--- config.mk ---
export PLATFORM = sky130hd
export DESIGN_NAME = ldpc_job_scheduler
export DESIGN_NICKNAME = d
export VERILOG_FILES = /design/src/rtl/ldpc_decoder_pkg.sv /design/src/rtl/ldpc_rr_arbiter.sv /design/src/rtl/ldpc_job_scheduler.sv
export SDC_FILE = /design/constraint.sdc
export NUM_CORES = 1
export LEC_CHECK = 0
export BUFFER_PORTS_ARGS = -buffer_cell sky130_fd_sc_hd__buf_2
export CORE_MARGIN = 10
export CORE_UTILIZATION = 50
export CTS_CLUSTER_DIAMETER = 30
export DETAILED_ROUTE_END_ITERATION = 10
export PLACE_DENSITY = 0.85
export SETUP_SLACK_MARGIN = 0.5
export SYNTH_ARGS = -nofsm -noshare
export SYNTH_HDL_FRONTEND = slang
export SYNTH_SLANG_ARGS = --single-unit
--- constraint.sdc ---
create_clock -name clk -period 4.8 [get_ports clk]
set_input_delay 0.48 -clock clk [delete_from_list [all_inputs] [get_ports clk]]
set_output_delay 0.48 -clock clk [all_outputs]
set_load 0.02 [all_outputs]
--- src/rtl/ldpc_decoder_pkg.sv ---
// Shared types for the LDPC decoder front end: job configuration record,
// scheduler FSM states and the iteration-ceiling helper.
package ldpc_decoder_pkg;

  typedef struct packed {
    logic [2:0] rate_sel;
    logic [8:0] z;
    logic [3:0] bg_sel;
    logic [4:0] max_iter;
  } ldpc_job_cfg_t;

  typedef enum logic [1:0] {
    IDLE,
    START,
    BUSY,
    RESP
  } sched_state_t;

  // A request of 0 means "no preference", so it gets the ceiling as well.
  function automatic logic [4:0] clamp_iter(input logic [4:0] req, input logic [4:0] lim);
    return (req == 5'd0 || req > lim) ? lim : req;
  endfunction

endpackage

--- src/rtl/ldpc_rr_arbiter.sv ---
// Combinational round-robin arbiter: grants the first request at or after
// rr_ptr_i, returning both the one-hot grant and its index.
module ldpc_rr_arbiter #(
  parameter int NUM_REQ = 4
) (
  input  logic [NUM_REQ-1:0]         req_i,
  input  logic [$clog2(NUM_REQ)-1:0] rr_ptr_i,
  output logic [NUM_REQ-1:0]         grant_o,
  output logic [$clog2(NUM_REQ)-1:0] grant_idx_o
);

  localparam int IDW = $clog2(NUM_REQ);

  logic [NUM_REQ-1:0] rot_req;
  logic               found;

  // rot_req[0] is the requester that currently holds top priority.
  for (genvar gi = 0; gi < NUM_REQ; gi++) begin : g_rot
    assign rot_req[gi] = req_i[IDW'((int'(rr_ptr_i) + gi) % NUM_REQ)];
  end

  always_comb begin
    grant_o     = '0;
    grant_idx_o = '0;
    found       = 1'b0;
    for (int k = 0; k < NUM_REQ; k++) begin
      if (!found && rot_req[k]) begin
        found       = 1'b1;
        grant_idx_o = IDW'((int'(rr_ptr_i) + k) % NUM_REQ);
      end
    end
    if (found) grant_o[grant_idx_o] = 1'b1;
  end

endmodule

--- src/rtl/ldpc_job_scheduler.sv ---
// Shares one LDPC decoder between NUM_REQ requesters: round-robin grant,
// start/llr sequencing and tagged response. Watchdog: LDPC_SCHED_TIMEOUT_EN.
module ldpc_job_scheduler
  import ldpc_decoder_pkg::*;
#(
  parameter int NUM_REQ        = 4,
  parameter int MAX_ITER       = 15,
  parameter int TIMEOUT_CYCLES = 65535
) (
  input  logic                         clk,
  input  logic                         rst_n,
  input  logic [NUM_REQ-1:0]           req_valid,
  input  ldpc_job_cfg_t [NUM_REQ-1:0]  req_cfg,
  output logic [NUM_REQ-1:0]           req_ready,
  output logic                         dec_start,
  output logic                         dec_llr_valid,
  output ldpc_job_cfg_t                dec_cfg,
  input  logic                         dec_done,
  input  logic                         dec_success,
  input  logic [4:0]                   dec_iters,
`ifdef LDPC_SCHED_TIMEOUT_EN
  output logic                         dec_abort,
`endif
  output logic                         rsp_valid,
  input  logic                         rsp_ready,
  output logic [$clog2(NUM_REQ)-1:0]   rsp_id,
  output logic                         rsp_success,
  output logic [4:0]                   rsp_iters,
  output logic                         rsp_timeout,
  output logic [15:0]                  frames_done,
  output logic [15:0]                  frames_failed
);

  localparam int         IDW      = $clog2(NUM_REQ);
  localparam logic [4:0] ITER_LIM = 5'(MAX_ITER);

  if (NUM_REQ < 2 || NUM_REQ > 8 || TIMEOUT_CYCLES < 1 || TIMEOUT_CYCLES > 65535) begin : g_bad_param
    $error("ldpc_job_scheduler: parameter out of range");
  end

  sched_state_t   state_q;
  logic [IDW-1:0] rr_ptr_q, job_id_q, gnt_idx;
  logic [NUM_REQ-1:0] gnt;
  ldpc_job_cfg_t  dec_cfg_q, cfg_d;
  logic           dec_start_q, llr_valid_q, rsp_valid_q, rsp_success_q;
  logic [4:0]     rsp_iters_q;
  logic [15:0]    frames_done_q, frames_failed_q;

  ldpc_rr_arbiter #(.NUM_REQ(NUM_REQ)) u_arb (
    .req_i       (req_valid),
    .rr_ptr_i    (rr_ptr_q),
    .grant_o     (gnt),
    .grant_idx_o (gnt_idx)
  );

  // Grant only in IDLE and never while reset is being applied.
  assign req_ready = (rst_n && state_q == IDLE) ? gnt : '0;

  always_comb begin
    cfg_d          = req_cfg[gnt_idx];
    cfg_d.max_iter = clamp_iter(cfg_d.max_iter, ITER_LIM);
  end

`ifdef LDPC_SCHED_TIMEOUT_EN
  localparam logic [15:0] BUSY_LAST = 16'(TIMEOUT_CYCLES - 1);
  logic [15:0] busy_cnt_q;
  logic        dec_abort_q, rsp_timeout_q;
  assign dec_abort   = dec_abort_q;
  assign rsp_timeout = rsp_timeout_q;
`else
  assign rsp_timeout = 1'b0;
`endif

  always_ff @(posedge clk) begin
    if (!rst_n) begin
      state_q         <= IDLE;
      rr_ptr_q        <= '0;
      job_id_q        <= '0;
      dec_cfg_q       <= '0;
      dec_start_q     <= 1'b0;
      llr_valid_q     <= 1'b0;
      rsp_valid_q     <= 1'b0;
      rsp_success_q   <= 1'b0;
      rsp_iters_q     <= '0;
      frames_done_q   <= '0;
      frames_failed_q <= '0;
`ifdef LDPC_SCHED_TIMEOUT_EN
      busy_cnt_q      <= '0;
      dec_abort_q     <= 1'b0;
      rsp_timeout_q   <= 1'b0;
`endif
    end else begin
      dec_start_q <= 1'b0;
`ifdef LDPC_SCHED_TIMEOUT_EN
      dec_abort_q <= 1'b0;
`endif
      unique case (state_q)
        IDLE: begin
          if (|req_ready) begin
            dec_cfg_q   <= cfg_d;
            job_id_q    <= gnt_idx;
            rr_ptr_q    <= IDW'((int'(gnt_idx) + 1) % NUM_REQ);
            dec_start_q <= 1'b1;
            llr_valid_q <= 1'b1;
            state_q     <= START;
          end
        end
        START: begin
`ifdef LDPC_SCHED_TIMEOUT_EN
          busy_cnt_q <= '0;
`endif
          state_q <= BUSY;
        end
        BUSY: begin
          // A done arriving in the watchdog's final cycle still counts as a real result.
          if (dec_done) begin
            rsp_success_q <= dec_success;
            rsp_iters_q   <= dec_iters;
            rsp_valid_q   <= 1'b1;
            state_q       <= RESP;
`ifdef LDPC_SCHED_TIMEOUT_EN
            rsp_timeout_q <= 1'b0;
          end else if (busy_cnt_q >= BUSY_LAST) begin
            dec_abort_q   <= 1'b1;
            rsp_timeout_q <= 1'b1;
            rsp_success_q <= 1'b0;
            rsp_iters_q   <= dec_cfg_q.max_iter;
            rsp_valid_q   <= 1'b1;
            state_q       <= RESP;
          end else begin
            busy_cnt_q <= busy_cnt_q + 16'd1;
`endif
          end
        end
        RESP: begin
          llr_valid_q <= 1'b0;
          if (rsp_ready) begin
            rsp_valid_q   <= 1'b0;
            frames_done_q <= frames_done_q + 16'd1;
            if (!rsp_success_q && frames_failed_q != 16'hFFFF)
              frames_failed_q <= frames_failed_q + 16'd1;
            state_q <= IDLE;
          end
        end
      endcase
    end
  end

  assign dec_start     = dec_start_q;
  assign dec_llr_valid = llr_valid_q;
  assign dec_cfg       = dec_cfg_q;
  assign rsp_valid     = rsp_valid_q;
  assign rsp_id        = job_id_q;
  assign rsp_success   = rsp_success_q;
  assign rsp_iters     = rsp_iters_q;
  assign frames_done   = frames_done_q;
  assign frames_failed = frames_failed_q;

endmodule

==> impl_metrics.toml <==
[outcome]
outcome = "completed"

[global_route]
grt_pass1_vias = 3921
track_usage_pct = 19.42
grt_max_degree = 60
grt_overflow_total = 0
grt_pass1_wl_mm = 17.84
antenna_found_initial = 0

[drt]
via_count = 3793
postRouteAntennaNets = 0
via_per_inst = 5.189
routedWlPerCell_um = 14.91
drtIter0Drc = 161
dr.pass1.iters = 4
drt-total-wl_mm = 10.90
post-route-drc-count = 0

[cts]
cts_root_buf = "clkbuf_8"
cts_resized = 0
clk_pin_slew_ps = 70
h-tree-depth = 3
cts_tree = "yes"
cts_num_sinks = 68
insertion_delay_ps = 330
clk_path_buf_depth = 2
cts_buffers = 9
cts_post_setup_buffers_inserted = 0
cts_hold_buf = 0

[place]
port-buffer-count = 165
hpwlAfterDp_mm = 8.392
dp.cells = 715
routabilityCongestion = 0.8359

[critical_path]
reg2reg_depth = 7
crit_start = "rr_ptr_q[1]$_SDFFE_PN0P_"
r2r_slack_ps = 2290
path_class = "flop to output port"
path_cells = "a21oi_1 > o32a_1 > nor3_1 > buf_2"
endpoint = "req_ready[1]"
crit_path_start_kind = "flop"
crit_fanout = 31
regToRegStartpoint = "rr_ptr_q[1]$_SDFFE_PN0P_"
crit_arrival_ps = 2380
slowest_stage = "o32a_1"
worst_setup_path_end_kind = "output port"
r2r-end = "dec_cfg[9]$_SDFFE_PN0P_"
worstPathRequired_ps = 4320
max_stage_delay_ps = 970

[logic_synthesis]
async_reset_ff_share_pct = 0
synth_warnings = 0
avgSynthCellArea_um2 = 7.327
synthesis.nets = 584
synthTopCellsByArea = "dfxtp_1 (39%), nand2_1 (13%), nand3_1 (9.8%), a21oi_1 (5.7%), xor2_1 (4.7%)"
syn_inst = 480
synth_area_leader_cell = "dfxtp_1"
syn_area_um2 = 3517
netlist.area_leader.share_pct = 38.71
ys_seq_area_share_pct = 38.71
synthDistinctLibCells = 45
synth_flop_cell = "dfxtp_1"
synth_edf_count = 0
synth-seq-cells = 68

[worst_hold_path]
min_from = "dec_iters[3]"
holdCritPathClass = "input pin to flop"

[timing]
finalClockSkew_ps = 5.753
hold_violations = 0
worstMarginPinSlew_ps = 1135
slew_viol_final = 0
final.min_clock_period_ps = 2859
setup_viol_count_final = 0
tns_ps = 0
max_clock_freq_ghz = 0.3498
post-route-period-util_pct = 59.57
max-slew-margin-rel_pct = 24.21
grt_setup_unrepaired = "false"

[floorplanning]
die_w_um = 103.9
rows = 30
core-area_um2 = 6832
die_h_um = 103.9
die_area_um2 = 10790
initial_utilization_pct = 51.48
ioPinCount = 167

[final_layout]
nNetsFinal = 734
stdcell_count = 731
drive_gt1_share_pct = 29.92
syn_to_final_growth_pct = 30.31
diodes = 0

[run]
max_cap_viol_count = 0

[power_and_ir_drop]
power.density_nw_per_um2 = 521.2
ir_drop_mv = 0.2404
p_leak_nw = 2.219
==> where the power goes <==
part | switching [mW] | leakage (nW) | total, mW | internal [mW]
clock | 0.204 | 0.117 | 0.548 | 0.344
sequential | 0.0722 | 0.555 | 0.754 | 0.681
combinational | 0.716 | 1.55 | 1.09 | 0.371
==> worst min-delay path by stage <==
stage / to / slack (ps) / cells after the start
after floorplan: state_q[0]$_SDFFE_PN0P_ / 490 / 2
final: rsp_iters[3]$_SDFFE_PN0P_ / 400 / 3
after global placement: rsp_id[0]$_SDFFE_PN0P_ / 440 / 2
after CTS: rsp_iters[0]$_SDFFE_PN0P_ / 380 / 3
after global routing: rsp_iters[3]$_SDFFE_PN0P_ / 400 / 3
after detailed placement: dec_cfg[8]$_SDFFE_PN0P_ / 440 / 2
==> metal layers <==
metal / track usage [%] / share of wire (%)
met4: 6.958 / 1.9
met5: 0 / 0
met1: 20.43 / 40
met3: 7.125 / 8.5
met2: 34.59 / 49
==> worst max-delay path: cells and delay by family, from the launching register on <==
family,cells,cell delay [ps]
DFF,1,410
buffers and inverters,1,210
and+or+nand+nor,1,140
AOI/OAI and AO/OA,2,1280
==> through the flow <==
stage / setup WS, ps / power, mW / util, % / cell area [um2] / hold slack [ps]
detailed placement: 2009 / 1.854 / 63.70 / 4352 / 443.2
finish: 1941 / 2.389 / 67.09 / 4583 / 395.4
global placement: 2070 / 1.823 / 63.70 / 4352 / 440.0
floorplan: 2417 / 1.563 / - / 3517 / 494.8
global route: 1713 / 2.573 / 67.09 / 4583 / 397.0
CTS: 1935 / 2.410 / 67.09 / 4583 / 383.5
==> Yosys cell counts (5+ instances only) <==
cell type and n:
nor3_1 8, nand4_1 6, ha_1 6, and2_1 5, buf_4 7, xor2_1 19
and3_1 7, a21oi_1 40, xnor2_1 10, o21ai_0 6, nor2_1 38, nand3_1 69
clkbuf_1 11, buf_2 8, dfxtp_1 68, inv_1 8, nand2_1 121
==> registers in the layout, indices dropped and copies added, names as in the netlist, 2 cells and up <==
name	cells
rsp_id	2
rr_ptr_q	2
frames_done	16
rsp_iters	5
state_q	2
dec_cfg	21
frames_failed	16
==> cell usage in the layout, fill, tap and decap left out, drive strengths merged <==
cell	n
conb	1
o32ai	1
nor2b	4
clkbuf	11
nand2	122
a311oi	1
o31ai	1
o31a	1
clkinv	2
bufinv	3
and4	3
a211oi	1
nand2b	2
buf	169
and2	5
dfxtp	68
xor2	19
nor4	1
xnor2	10
o21ai	7
nand4	6
or2	1
and2b	2
o32a	1
a31oi	4
o211ai	2
a21oi	40
a222oi	1
inv	9
ha	6
nor3	9
a22o	4
and3	7
nor2	38
mux2i	1
o41ai	1
nand3	69
o211a	2
==> final cells by class <==
type / count / area (um2)
well taps: 96 / 120.1
repair buffers: 169 / 855.8
multi-input cells: 373 / 1981
clock inverters: 5 / 100.1
clock buffers: 11 / 131.4
flip-flops and latches: 68 / 1361
fillers: 632 / 2248
inverters: 9 / 33.78
==> logic make-up (layout without fill, tap and decap cells) <==
| group | Yosys count | count (layout) | synth area share, % |
|---|---|---|---|
| multiplexers | 1 | 1 | 0.2846 |
| AO/OA/AOI/OAI | 67 | 67 | 11.78 |
| flip-flops | 68 | 68 | 38.71 |
| buffers and inverters | 39 | 194 | 5.443 |
| adder cells (fa/ha/maj) | 6 | 6 | 2.134 |
| XOR/XNOR | 29 | 29 | 7.222 |
| other | 1 | 1 | 0.1066 |
| AND/OR/NAND/NOR | 269 | 269 | 34.33 |
No activity file was read; power rests on OpenSTA's default activity.
